### src/rtl/xg_mem_arbiter.sv
`default_nettype none
// ============================================================================
// Module   : xg_mem_arbiter
// Brief    : Burst-granular arbiter sharing one SDRAM controller port between
//            the video memory manager and the CPU/cache port. One owner per
//            4-beat burst, with an IDLE cycle between consecutive grants.
//            Default build: video priority, bounded by MAX_VID_STREAK
//            consecutive contested video grants.
//            Build option XG_ARB_RR_EN: round-robin on contested cycles.
// Revision : 1.0 - initial release
// ============================================================================
module xg_mem_arbiter #(
  parameter int MAX_VID_STREAK = 4,   // 1..15
  parameter int BURST_LEN      = 4    // fixed to match the 2-bit mem_offset
) (
  input  logic        clk_sys,
  input  logic        rst_n,
  // video master
  input  logic        v_req,
  input  logic        v_wren,
  input  logic [16:0] v_addr,
  input  logic [15:0] v_wdata,
  output logic        v_ready,
  // CPU master
  input  logic        c_req,
  input  logic        c_wren,
  input  logic [16:0] c_addr,
  input  logic [15:0] c_wdata,
  output logic        c_ready,
  // read return shared by both masters
  output logic [1:0]  rd_offset,
  output logic [15:0] rd_data,
  // SDRAM controller side
  output logic        mem_req,
  output logic        mem_wren,
  output logic [16:0] mem_addr,
  output logic [15:0] to_mem,
  input  logic        mem_ready,
  input  logic [1:0]  mem_offset,
  input  logic [15:0] from_mem,
  // ownership status
  output logic        grant_v,
  output logic        grant_c
);

  localparam int BW = $clog2(BURST_LEN + 1);

  typedef enum logic [1:0] {
    ST_IDLE = 2'd0,
    ST_VID  = 2'd1,
    ST_CPU  = 2'd2
  } state_e;

  state_e          state_q;
  logic            grant_v_q;
  logic            grant_c_q;
  logic            mem_req_q;
  logic [BW-1:0]   beat_q;
  logic            pick_v_d;
  logic            pick_c_d;
  logic            last_beat;

`ifdef XG_ARB_RR_EN
  logic            last_c_q;   // 1: CPU owned the previous burst
`else
  logic [3:0]      streak_q;
  logic [3:0]      streak_d;
`endif

  // Final beat: offset 3, or the beat counter says this is the last beat
  // (guards against a controller that returns offsets out of order).
  assign last_beat = mem_ready &
                     ((mem_offset == 2'd3) || (beat_q == BW'(BURST_LEN - 1)));

`ifdef XG_ARB_RR_EN
  // Round-robin pick: contested cycles go to the master that did not own last.
  always_comb begin
    pick_v_d = 1'b0;
    pick_c_d = 1'b0;
    if (v_req && c_req) begin
      pick_v_d = last_c_q;
      pick_c_d = !last_c_q;
    end else begin
      pick_v_d = v_req;
      pick_c_d = c_req;
    end
  end
`else
  // Video-priority pick with a streak limit so a waiting CPU is not starved.
  always_comb begin
    pick_v_d = 1'b0;
    pick_c_d = 1'b0;
    streak_d = streak_q;
    if (v_req && c_req) begin
      if (streak_q < 4'(MAX_VID_STREAK)) begin
        pick_v_d = 1'b1;
        streak_d = streak_q + 4'd1;
      end else begin
        pick_c_d = 1'b1;
        streak_d = 4'd0;
      end
    end else if (v_req) begin
      pick_v_d = 1'b1;
      streak_d = 4'd0;
    end else if (c_req) begin
      pick_c_d = 1'b1;
      streak_d = 4'd0;
    end
  end
`endif

  // Ownership FSM: grants and mem_req are registered, burst ends on final beat.
  always_ff @(posedge clk_sys or negedge rst_n) begin
    if (!rst_n) begin
      state_q   <= ST_IDLE;
      grant_v_q <= 1'b0;
      grant_c_q <= 1'b0;
      mem_req_q <= 1'b0;
      beat_q    <= '0;
`ifdef XG_ARB_RR_EN
      last_c_q  <= 1'b1;
`else
      streak_q  <= 4'd0;
`endif
    end else begin
      case (state_q)
        ST_IDLE: begin
          beat_q <= '0;
          if (pick_v_d) begin
            state_q   <= ST_VID;
            grant_v_q <= 1'b1;
            mem_req_q <= 1'b1;
          end else if (pick_c_d) begin
            state_q   <= ST_CPU;
            grant_c_q <= 1'b1;
            mem_req_q <= 1'b1;
          end
`ifdef XG_ARB_RR_EN
          if (pick_v_d || pick_c_d) begin
            last_c_q <= pick_c_d;
          end
`else
          streak_q <= streak_d;
`endif
        end
        ST_VID, ST_CPU: begin
          if (last_beat) begin
            state_q   <= ST_IDLE;
            grant_v_q <= 1'b0;
            grant_c_q <= 1'b0;
            mem_req_q <= 1'b0;
            beat_q    <= '0;
          end else if (mem_ready) begin
            beat_q <= beat_q + BW'(1);
          end
        end
        default: begin
          state_q   <= ST_IDLE;
          grant_v_q <= 1'b0;
          grant_c_q <= 1'b0;
          mem_req_q <= 1'b0;
          beat_q    <= '0;
        end
      endcase
    end
  end

  // Route the owner's request fields to the controller; zero when idle.
  always_comb begin
    mem_wren = 1'b0;
    mem_addr = 17'd0;
    to_mem   = 16'd0;
    if (grant_v_q) begin
      mem_wren = v_wren;
      mem_addr = v_addr;
      to_mem   = v_wdata;
    end else if (grant_c_q) begin
      mem_wren = c_wren;
      mem_addr = c_addr;
      to_mem   = c_wdata;
    end
  end

  assign mem_req   = mem_req_q;
  assign grant_v   = grant_v_q;
  assign grant_c   = grant_c_q;
  assign v_ready   = mem_ready & grant_v_q;
  assign c_ready   = mem_ready & grant_c_q;
  assign rd_data   = from_mem;
  assign rd_offset = mem_offset;

endmodule
`default_nettype wire

### config.mk
export PLATFORM = sky130hd
export DESIGN_NAME = xg_mem_arbiter
export DESIGN_NICKNAME = d
export VERILOG_FILES = /design/src/rtl/xg_mem_arbiter.sv
export SDC_FILE = /design/constraint.sdc
export NUM_CORES = 1
export LEC_CHECK = 0
export BUFFER_PORTS_ARGS = -buffer_cell sky130_fd_sc_hd__buf_2
export CORE_MARGIN = 3
export CORE_UTILIZATION = 31
export CTS_BUF_LIST = sky130_fd_sc_hd__clkbuf_16
export DETAILED_ROUTE_END_ITERATION = 10
export PLACE_DENSITY = 0.8
export SKIP_CTS_REPAIR_TIMING = 1
export SYNTH_ARGS = -nofsm -noshare
export SYNTH_HDL_FRONTEND = slang
export SYNTH_SLANG_ARGS = --single-unit
### constraint.sdc
create_clock -name clk_sys -period 1.7 [get_ports clk_sys]
set_input_delay 0 -clock clk_sys [delete_from_list [all_inputs] [get_ports clk_sys]]
set_output_delay 0 -clock clk_sys [all_outputs]
set_load 0.05 [all_outputs]
==> metrics.cfg <==
[critical_path]
cp_common_cell = ha_1
slowest_delay_ns = 0.38
crit_type = flip-flop to flip-flop
crit_chain = ha_1, ha_1, a21boi_2, a221oi_2, a221o_1
start_kind = flip-flop
cp_max_fo = 5
arrival_ns = 1.73
crit_slowest_cell = dfrtp_1
crit_family = compound AO/OA/AOI/OAI gates
worst-path-buf-inv = 0
required_ns = 1.82
cp-end-kind = flip-flop

[global_route]
track_usage = 0.151
antenna_found_initial = 0
grt_pass1_vias = 1060
grt_pass1_wl_um = 5110
grt_max_degree = 33
grt_overflow = 0

[clock_network]
clock_latency_ns = 0.24
cts_buffers = 3
clk_pin_slew_ns = 0.04
cts_tree = built
cts-root-buf = clkbuf_16
clock_path_buffers = 2
htreeDepth = 1
clock-sinks = 12

[sta]
clock-skew-final_ns = 0.00282
finalMaxSlewViolations = 0
fmax_mhz = 622
setup_violations = 0
final-hold-violation-count = 0
maxSlewHeadroom = 0.727
grt_setup_unrepaired = false
period_minus_slack_ns = 1.61
finalWorstSetupSlack_ns = 0.0915
hold-worst-slack_ns = 0.0000220
worstMarginPinSlew_ns = 0.405
period_share = 0.946

[detailed_routing]
via_per_inst = 4.95
num_vias = 1301
first_pass_iters = 4
detail-route-antenna-nets = 0
routedWlPerCell_um = 14.0
drtIter0Drc = 44
drc = 0
wl_um = 3680

[synthesis]
synth.area.top_cells = dfrtp_1 27%, a22o_1 25%, buf_4 14%
synth_top_cell_area_share = 0.269
synth_cell_types = 30
synth-seq-area-share = 0.269
synthCells = 122
syn_area_mm2 = 0.00112
ys_ff_latch = 12
synth_fp_nets = 217
yosysTopAreaCell = dfrtp_1
avgSynthCellArea_um2 = 9.15
yosysWarningCount = 0

[place]
post-place-ws_ns = 0.106
portBuffers = 115
hpwl_um = 3030
place_congestion = 0.720

[die]
io_pins = 148
fp.dieH_um = 66
start_util = 0.329
die-area_mm2 = 0.00436
die_w_um = 66
rows = 21
core_mm2 = 0.00339

[min_path]
hold_class = input pin to primary output

[run]
cap_violations = 0

[layout]
fillers = 316
num-nets-final = 314
antenna_cells = 0
syn2layout_area_growth_pct = 51.2
drive_above_1_share = 0.618

[pwr]
leakagePower_nw = 0.956
ir_worst_vdd_mv = 1.05
power_density_mw_per_mm2 = 2210

[status]
outcome = finished, final reports clean

cells in the mapped netlist:
master	instances
a22o_1	32
buf_4	21
dfrtp_1	12
nand2_1	9
o21ai_0	7
inv_1	5
ha_1	4
a32o_1	3
buf_2	3
a21oi_1	2
and2_2	2
clkbuf_1	2
nor2_1	2
o22a_2	2
a21boi_2	1
a221o_1	1
a221oi_2	1
a22o_2	1
a2bb2oi_1	1
and2_1	1
and2_4	1
and2b_2	1
and3_1	1
buf_1	1
nand3_1	1
nand3_2	1
nor2b_1	1
nor3b_1	1
o221a_2	1
or2_2	1
stage by stage:
stage	cells	total power, mW	area, um2	TNS, ns	util
global route	263	3.93	1690	0	0.498
CTS	262	3.76	1680	0	0.495
global placement	259	3.30	1600	0	0.473
detailed placement	259	3.32	1600	0	0.473
floorplan	122	2.83	1120	-0.0303	-
finish	263	3.73	1690	0	0.498
layout by cell type, fill, tap and decap left out, types with 2 or more instances in the layout:
cell type,n
a21oi_1,2
a22o_1,32
a32o_1,3
and2_2,2
buf_2,115
buf_4,2
clkbuf_16,3
dfrtp_1,12
ha_1,4
inv_1,5
nand2_1,9
nor2_1,2
o21ai_0,5
o21ai_1,2
o22a_2,2
worst reg2reg max path: stages (launching register included):
cell      delay [ns]
dfrtp_1         0.38
ha_1            0.20
ha_1            0.20
a21boi_2        0.27
a221oi_2        0.13
a221o_1         0.31
kinds of logic after synthesis:
family                     share of synthesized area
adders and majority gates                     0.0448
DFF                                            0.269
AOI/OAI and AO/OA                              0.396
and+or+nand+nor                                0.109
buffers and inverters                          0.182
worst paths after layout:
| check | start | endpoint | slack [ns] | depth (start not counted) |
|---|---|---|---|---|
| worst min-delay path | from_mem[1] | rd_data[1] | 0.00002 | 0 |
| worst min register to register | beat_q[2] | beat_q[2] | 0.47 | 2 |
| min in group asynchronous | rst_n | mem_req | 0.17 | 2 |
| worst max-delay path | beat_q[0] | state_q[1] | 0.09 | 5 |
| max in group asynchronous | rst_n | streak_q[3] | 1.31 | 2 |
| worst max register to register | beat_q[0] | state_q[1] | 0.09 | 5 |
sequential cells by signal, summed over array words and instances (netlist names):
register,cells
grant_c,1
streak_q,4
beat_q,3
grant_v,1
state_q,2
mem_req,1
routing by layer:
metal | part of all wire | wire (um) | vias to the layer above | global-route usage
met4 | 0.013 | 46 | 0 | 0.0482
met2 | 0.48 | 1780 | 70 | 0.239
met1 | 0.40 | 1460 | 591 | 0.195
met5 | 0 | 0 | - | 0
li1 | - | - | 633 | -
met3 | 0.10 | 384 | 7 | 0.0459
area by class of cell:
cell class / instances / area (um2) / area share
timing repair buffer: 119 / 621 / 0.368
sequential: 12 / 300 / 0.178
clock buffer: 3 / 75.1 / 0.0445
tap: 46 / 57.6 / 0.0341
inverter: 5 / 18.8 / 0.0111
multi-input combinational: 78 / 616 / 0.365
where the power goes:
group | internal (mW) | switching [mW] | leakage [nW]
clock network | 0.306 | 0.117 | 0.0370
logic | 0.843 | 2.01 | 0.761
registers | 0.382 | 0.0712 | 0.158
Note: power is estimated with default switching activity, not from simulation.
